===== src/rtl/universal_shift_reg.sv =====
// rtl/universal_shift_reg.sv - WIDTH-bit universal shift register with true/complement outputs
// Edge-triggered storage (master-slave behaviour) supporting hold, load, shift, rotate, clear and set.
module universal_shift_reg #(
  parameter int                WIDTH     = 8,
  parameter logic [WIDTH-1:0]  RESET_VAL = '0
) (
  input  logic             clock,
  input  logic             reset_N,
  input  logic [2:0]       mode,
  input  logic [WIDTH-1:0] d,
  input  logic             sin_l,
  input  logic             sin_r,
  output logic [WIDTH-1:0] q,
  output logic [WIDTH-1:0] q_N,
  output logic             sout_l,
  output logic             sout_r
);

  localparam logic [2:0] MODE_HOLD = 3'b000;
  localparam logic [2:0] MODE_LOAD = 3'b001;
  localparam logic [2:0] MODE_SHL  = 3'b010;
  localparam logic [2:0] MODE_SHR  = 3'b011;
  localparam logic [2:0] MODE_ROL  = 3'b100;
  localparam logic [2:0] MODE_ROR  = 3'b101;
  localparam logic [2:0] MODE_CLR  = 3'b110;
  localparam logic [2:0] MODE_SET  = 3'b111;

  logic [WIDTH-1:0] r_q;
  logic             r_sout_l;
  logic             r_sout_r;
  logic [WIDTH-1:0] w_next;
  logic             w_shift_l;
  logic             w_shift_r;

  always_comb begin
    w_next = r_q;
    case (mode)
      MODE_HOLD: w_next = r_q;
      MODE_LOAD: w_next = d;
      MODE_SHL:  w_next = {r_q[WIDTH-2:0], sin_l};
      MODE_SHR:  w_next = {sin_r, r_q[WIDTH-1:1]};
      MODE_ROL:  w_next = {r_q[WIDTH-2:0], r_q[WIDTH-1]};
      MODE_ROR:  w_next = {r_q[0], r_q[WIDTH-1:1]};
      MODE_CLR:  w_next = '0;
      MODE_SET:  w_next = '1;
      // An unknown mode poisons the register so misuse is visible in simulation
      default:   w_next = 'x;
    endcase
  end

  assign w_shift_l = (mode == MODE_SHL) || (mode == MODE_ROL);
  assign w_shift_r = (mode == MODE_SHR) || (mode == MODE_ROR);

  always_ff @(posedge clock or negedge reset_N) begin
    if (!reset_N) begin
      r_q      <= RESET_VAL;
      r_sout_l <= 1'b0;
      r_sout_r <= 1'b0;
    end else begin
      r_q <= w_next;
      if (w_shift_l) r_sout_l <= r_q[WIDTH-1];
      if (w_shift_r) r_sout_r <= r_q[0];
    end
  end

  // Complement is derived, never stored, so it can never disagree with q
  assign q      = r_q;
  assign q_N    = ~r_q;
  assign sout_l = r_sout_l;
  assign sout_r = r_sout_r;

endmodule


===== config.mk =====
export PLATFORM = sky130hd
export DESIGN_NAME = universal_shift_reg
export DESIGN_NICKNAME = d
export VERILOG_FILES = /design/src/rtl/universal_shift_reg.sv
export SDC_FILE = /design/constraint.sdc
export NUM_CORES = 1
export LEC_CHECK = 0
export CORE_MARGIN = 5
export CORE_UTILIZATION = 41
export DETAILED_ROUTE_END_ITERATION = 8
export PLACE_DENSITY = 0.81
export REMOVE_ABC_BUFFERS = 1
export SLEW_MARGIN = 20
export SYNTH_ARGS = -nofsm -noshare
export SYNTH_HDL_FRONTEND = slang
export SYNTH_SLANG_ARGS = --single-unit

===== constraint.sdc =====
create_clock -name clock -period 1.1 [get_ports clock]
set_input_delay 0.11 -clock clock [delete_from_list [all_inputs] [get_ports clock]]
set_output_delay 0.11 -clock clock [all_outputs]
set_load 0.005 [all_outputs]

==> results.py, run 1 <==
metrics = {
    "synth": {
        "netlist_top_cells_count": "dfrtp_1, inv_1, nand2_1",
        "synth_cell_types": 26,
        "postSynthAreaPerCell_um2": 8.846,
        "yosys_most_used_dff": "dfrtp_1",
        "synth.top_cell.area_share_pct": 32.89,
        "synth_top_area_cell": "dfrtp_1",
        "synth_cells": 86,
        "synth.area.top_cells": "dfrtp_1, o32ai_1, nor3b_1",
        "ys_seq_area_share_pct": 32.89,
        "synth_area_um2": 760.7,
        "yosys_register_bits": 10,
        "synth_warnings": 0,
        "synth-async-reset-ratio_pct": 100.0,
        "synth_edf_count": 0,
    },
    "outcome": {
        "violations": "setup timing",
        "status": "finished with violations",
    },
    "power": {
        "irDropWorstVdd_v": 0.0008268,
        "leakagePower_nw": 0.6828,
        "power_mw": 1.677,
        "power_density_nw_per_um2": 1126,
    },
    "clock_tree": {
        "root_buffer": "clkbuf_4",
        "cts_max_path_buffers": 2,
        "numCtsBuffers": 3,
        "clock_latency_ns": 0.28,
        "hold_buffers": 0,
        "htreeDepth": 1,
        "clk_pin_slew_ns": 0.08,
        "cts_tree": "done",
        "clock-sinks": 10,
    },
    "route": {
        "first_iter_violations": 15,
        "wl_mm": 3.225,
        "antenna_left": 0,
        "drcViolationCount": 0,
        "via_per_inst": 5.356,
        "post_drt_wl_per_cell_um": 18.22,
        "drtPass1Iterations": 4,
        "dr_total_vias": 948,
    },
    "final_layout": {
        "fin_cells": 177,
        "layout-drive-gt1-share_pct": 45.70,
        "areaGrowthSynthToFinish_pct": 95.72,
        "final_net_count": 167,
        "design_area_um2": 1489,
    },
    "placed_design": {
        "place_area_um2": 1230,
        "pre_cts_ws_ns": -0.4703,
        "dp.cells": 159,
        "place.gp.congestion": 0.9199,
        "io_buffers": 32,
        "hpwl_mm": 1.799,
    },
    "setup_path": {
        "end_kind": "register",
        "slowest_stage": "dfrtp_1",
        "worst-setup-path-type": "register to register",
        "crit_path_start_kind": "register",
        "critPathMaxStageDelay_ns": 0.41,
        "critPathMaxFanout": 4,
        "cp.required_ns": 1.26,
        "worstPathCellList": "buf_6, mux2i_1, o21ai_1, a221o_1",
        "crit_arrival_ns": 1.42,
    },
    "run": {
        "cap_viol_max_count": 0,
    },
    "timing": {
        "setup_violations": 8,
        "period_needed_ns": 1.259,
        "rsz0062_at_grt": "true",
        "finalCritPeriodShare_pct": 114.4,
        "tightest_slew_ns": 0.4097,
        "slew_headroom_pct": 72.62,
        "finalHoldViolations": 0,
        "fmax_mhz": 794.5,
        "layout_setup_ws_ns": -0.1587,
        "timing.hold.ws_ns": 0.1290,
        "clock_skew_ns": 0.003455,
        "maxSlewViolCount": 0,
    },
    "floorplanning": {
        "io_pins": 33,
        "floorplan.rows": 15,
        "die_area_um2": 2817,
        "dieWidth_um": 53.08,
        "core-area_um2": 1745,
        "dieHeight_um": 53.08,
        "initial_utilization_pct": 43.58,
    },
    "global_routing": {
        "antenna_found_initial": 0,
        "grt_pass1_wl_mm": 4.616,
        "grt_pass1_vias": 956,
        "grt_use_total_pct": 23.22,
        "grt_overflow": 0,
        "grt_max_degree": 13,
    },
    "min_path": {
        "hp-class": "input port to async pin",
    },
}
-- registers in the layout, summed over array words and instances (netlist names) --
register / cells
sout_r: 1
sout_l: 1
q: 8
-- area by class of cell --
class / count / area, µm²
timing repair buffer: 67 / 595.6
multi-input combinational: 60 / 535.5
fill: 85 / 256.5
sequential: 10 / 250.2
inverter: 10 / 37.54
clock buffer: 4 / 36.28
tap: 25 / 31.28
antenna: 1 / 2.502
-- metal layers --
| layer | track usage, % | up-vias | wire length [µm] |
|---|---|---|---|
| met3 | 1.690 | 7 | 168 |
| met5 | 0 | - | 0 |
| met1 | 25.82 | 463 | 1243 |
| met2 | 44.42 | 36 | 1756 |
| li1 | - | 442 | - |
| met4 | 9.787 | 0 | 56 |
-- metrics by stage --
stage               utilization, %  setup TNS (ns)
floorplan                        -               0
global placement             70.47          -3.699
detailed placement           70.47          -4.024
CTS                          82.15         -0.3554
global route                 85.16          -1.019
finish                       85.30         -0.6797
-- repair_timing --
action,CTS,global route
endpoints found under the setup margin,28,15
setup buffers,12,1
gates resized for setup,58,18
cloned,1,1
hold endpoints to repair,0,0
pin swaps,8,10
-- power by group --
part           internal [mW]  switching, mW
Clock                  0.202          0.153
Combinational          0.487          0.348
Sequential             0.436         0.0516
Total                   1.12          0.553
-- cells by family (layout without fill, tap and decap cells) --
group                     count (synthesis)  in the layout  share of synthesized area, %
and+or+nand+nor                          24             25                         17.93
buffers and inverters                    17             81                         12.17
AOI/OAI and AO/OA                        28             28                         25.99
DFF                                      10             10                         32.89
xor gates and xnor gates                  1              1                         1.152
muxes                                     6              6                         9.868
other                                     0              1                             0
-- final timing paths --
path | cells past startpoint | slack [ns] | from | end
max | 4 | -0.16 | q[7] | q[0]
min | 2 | 0.13 | reset_N | sout_l
max reg2reg | 4 | -0.16 | q[7] | q[0]
min reg2reg | 1 | 0.51 | sout_r | sout_r
max in group asynchronous | 2 | 0.82 | reset_N | q[5]
min in group clock | 4 | 0.39 | mode[1] | q[6]
-- cell usage in the layout (no fill, tap or decap), drive strengths merged --
cell,instances
a21oi,6
a221o,1
buf,40
clkbuf,5
clkdlybuf4s15,4
clkdlybuf4s50,11
dfrtp,10
diode,1
dlygate4sd2,10
dlymetal6s2s,1
inv,10
mux2,2
mux2i,3
mux4,1
nand2,10
nand2b,2
nand3b,1
nor2,1
nor2b,1
nor3,2
nor3b,6
o21a,6
o21ai,3
o31ai,6
o32ai,6
or2,2
xor2,1
-- worst max-delay path, delay by kind of cell, from the launching register on --
family | cells | cell delay (ns)
compound gates | 2 | 0.43
flops | 1 | 0.41
mux | 1 | 0.16
buf+inv | 1 | 0.14
(Power assumes the default switching activity.)
==> run 2, diff against run 1 <==
- SKIP_LAST_GASP: default -> 1
- clock period: 1.1 -> 1.36 ns (I/O delays scaled with it)
==> run 2 against run 1 <==
Compared with the run above:
- the run now ends clean
- cell area fell by 12%
- sequential power fell by 18%
- final cell count down 7.3%
- non-clock buffer count down 11
- wire length decreased by 25%
- sequential share of layout area rose by 2.8 points
- via count shrank 13%
- core utilization shrank 10 points
- first-iteration DRC count decreased by 47%
- worst setup slack improved by 0.17 ns
- fmax shrank 6.5%
- critical path type unchanged
- critical endpoint unchanged
- largest cell class unchanged
- highest routed layer unchanged
==> results.py, run 2 (synthesized netlist as in run 1, its figures left out) <==
metrics = {
    "setup_path": {
        "slowest_stage": "dfrtp_2",
        "crit_arrival_ns": 1.49,
        "critPathMaxStageDelay_ns": 0.42,
        "rr_worst_depth": 4,
        "end_kind": "register",
        "ff2ff_setup_slack_ns": 0.01,
        "reg2reg_from": "q[0]",
        "critPathMaxFanout": 4,
        "regToRegEndpoint": "q[0]",
        "worst-setup-path-type": "register to register",
        "cp.required_ns": 1.50,
        "worstPathCellList": "buf_4, mux2i_2, o21ai_0, a221o_1",
        "crit_path_start_kind": "register",
    },
    "clock_tree": {
        "root_buffer": "clkbuf_4",
        "clock-sinks": 10,
        "htreeDepth": 1,
        "clk_pin_slew_ns": 0.08,
        "cts_tree": "done",
        "numCtsBuffers": 3,
        "clock_latency_ns": 0.27,
        "cts_max_path_buffers": 2,
        "hold_buffers": 0,
    },
    "power": {
        "irDropWorstVdd_v": 0.0006412,
        "leakagePower_nw": 0.5912,
        "power_density_nw_per_um2": 947.2,
    },
    "timing": {
        "rsz0062_at_grt": "true",
        "slew_headroom_pct": 64.94,
        "finalCritPeriodShare_pct": 98.97,
        "period_needed_ns": 1.346,
        "setup_violations": 0,
        "fmax_mhz": 743.0,
        "maxSlewViolCount": 0,
        "tightest_slew_ns": 0.5243,
        "clock_skew_ns": 0.01077,
        "finalHoldViolations": 0,
    },
    "floorplanning": {
        "core-area_um2": 1745,
        "dieHeight_um": 53.08,
        "floorplan.rows": 15,
        "initial_utilization_pct": 43.58,
        "die_area_um2": 2817,
        "dieWidth_um": 53.08,
        "io_pins": 33,
    },
    "global_routing": {
        "grt_max_degree": 13,
        "grt_pass1_wl_mm": 3.912,
        "gr-usage-met3_pct": 3.380,
        "antenna_found_initial": 0,
        "busiest_layer": "met2",
        "met1_usage_pct": 21.24,
        "grt_use_total_pct": 19.12,
        "grt_pass1_vias": 885,
        "grt_overflow": 0,
        "use_met2_pct": 35.12,
    },
    "run": {
        "cap_viol_max_count": 0,
    },
    "final_layout": {
        "layout-drive-gt1-share_pct": 30.94,
        "largest_register_ffs": 8,
        "fillCellCount": 123,
        "final_net_count": 155,
        "areaGrowthSynthToFinish_pct": 72.20,
        "post-route-util_pct": 75.05,
        "design_area_um2": 1310,
        "multi_input_area_um2": 444.2,
        "diodes": 0,
        "seqCellArea_um2": 256.5,
        "final_cell_mix": "clkdlybuf4s50_1, buf_4, inv_1",
    },
    "min_path": {
        "hp-class": "input port to async pin",
    },
    "route": {
        "via_per_inst": 5.055,
        "first_iter_violations": 8,
        "wl_mm": 2.432,
        "post_drt_wl_per_cell_um": 14.83,
        "antenna_left": 0,
        "dr_total_vias": 829,
        "drcViolationCount": 0,
        "drtPass1Iterations": 4,
    },
    "outcome": {
        "status": "complete, no violations",
    },
    "placed_design": {
        "io_buffers": 32,
        "place.gp.congestion": 0.8744,
        "place_area_um2": 1147,
        "hpwl_mm": 1.675,
    },
}
-- run 2: power breakdown --
part | total [mW] | leakage (nW) | switching, mW | internal [mW]
Sequential | 0.401 | 0.113 | 0.0438 | 0.357
Combinational | 0.563 | 0.458 | 0.214 | 0.350
Clock | 0.277 | 0.0210 | 0.114 | 0.163
Total | 1.24 | 0.591 | 0.372 | 0.869
-- run 2: timing repair --
action | CTS | global route
gates resized for setup | 11 | 11
cloned | 0 | 0
buffers inserted | 11 | 1
endpoints found under the setup margin | 16 | 10
-- run 2: final cells by class --
| cell class | count | area share (%) |
|---|---|---|
| Tap cell | 25 | 2.388 |
| Timing Repair Buffer | 56 | 38.49 |
| Inverter | 10 | 2.865 |
| Multi-Input combinational cell | 59 | 33.91 |
| Sequential cell | 10 | 19.58 |
| Clock buffer | 4 | 2.770 |
-- run 2: worst max path at each step --
stage / startpoint / slack, ns / cells past startpoint / to
global route: q[0] / -0.04 / 4 / q[0]
CTS: q[6] / -0.03 / 2 / q_N[6]
floorplan: q[7] / 0.29 / 3 / q[0]
detailed placement: mode[2] / -0.25 / 6 / q[0]
global placement: mode[2] / -0.19 / 6 / q[3]
finish: q[0] / 0.01 / 4 / q[0]
-- run 2: critical path: cells and delay by family, from the launching register on --
| kind | cells | cell delay [ns] |
|---|---|---|
| buffers and inverters | 1 | 0.16 |
| multiplexers | 1 | 0.17 |
| AO/OA/AOI/OAI | 2 | 0.48 |
| flip-flops | 1 | 0.42 |
-- run 2: metal layers --
metal  routed length [µm]  share of wire (%)  up-vias
met5                    0                  0        -
met4                   31                1.3        0
met3                  140                5.8        4
met2                 1242                 51       25
met1                 1017                 42      388
li1                     -                  -      412
-- run 2: stage by stage --
step                      setup TNS (ns)  hold WS [ns]  worst slack (ns)  power (mW)  std cells
after floorplan                        0       -0.1596            0.2880      0.5630         79
after global placement            -1.608        0.4881           -0.1868      0.8706        148
after detailed placement          -2.016        0.4945           -0.2483      0.8835        148
after CTS                       -0.02739        0.2114          -0.02739       1.224        163
after global routing            -0.03722        0.2269          -0.03722       1.311        164
final                                  0        0.2049           0.01407       1.241        164
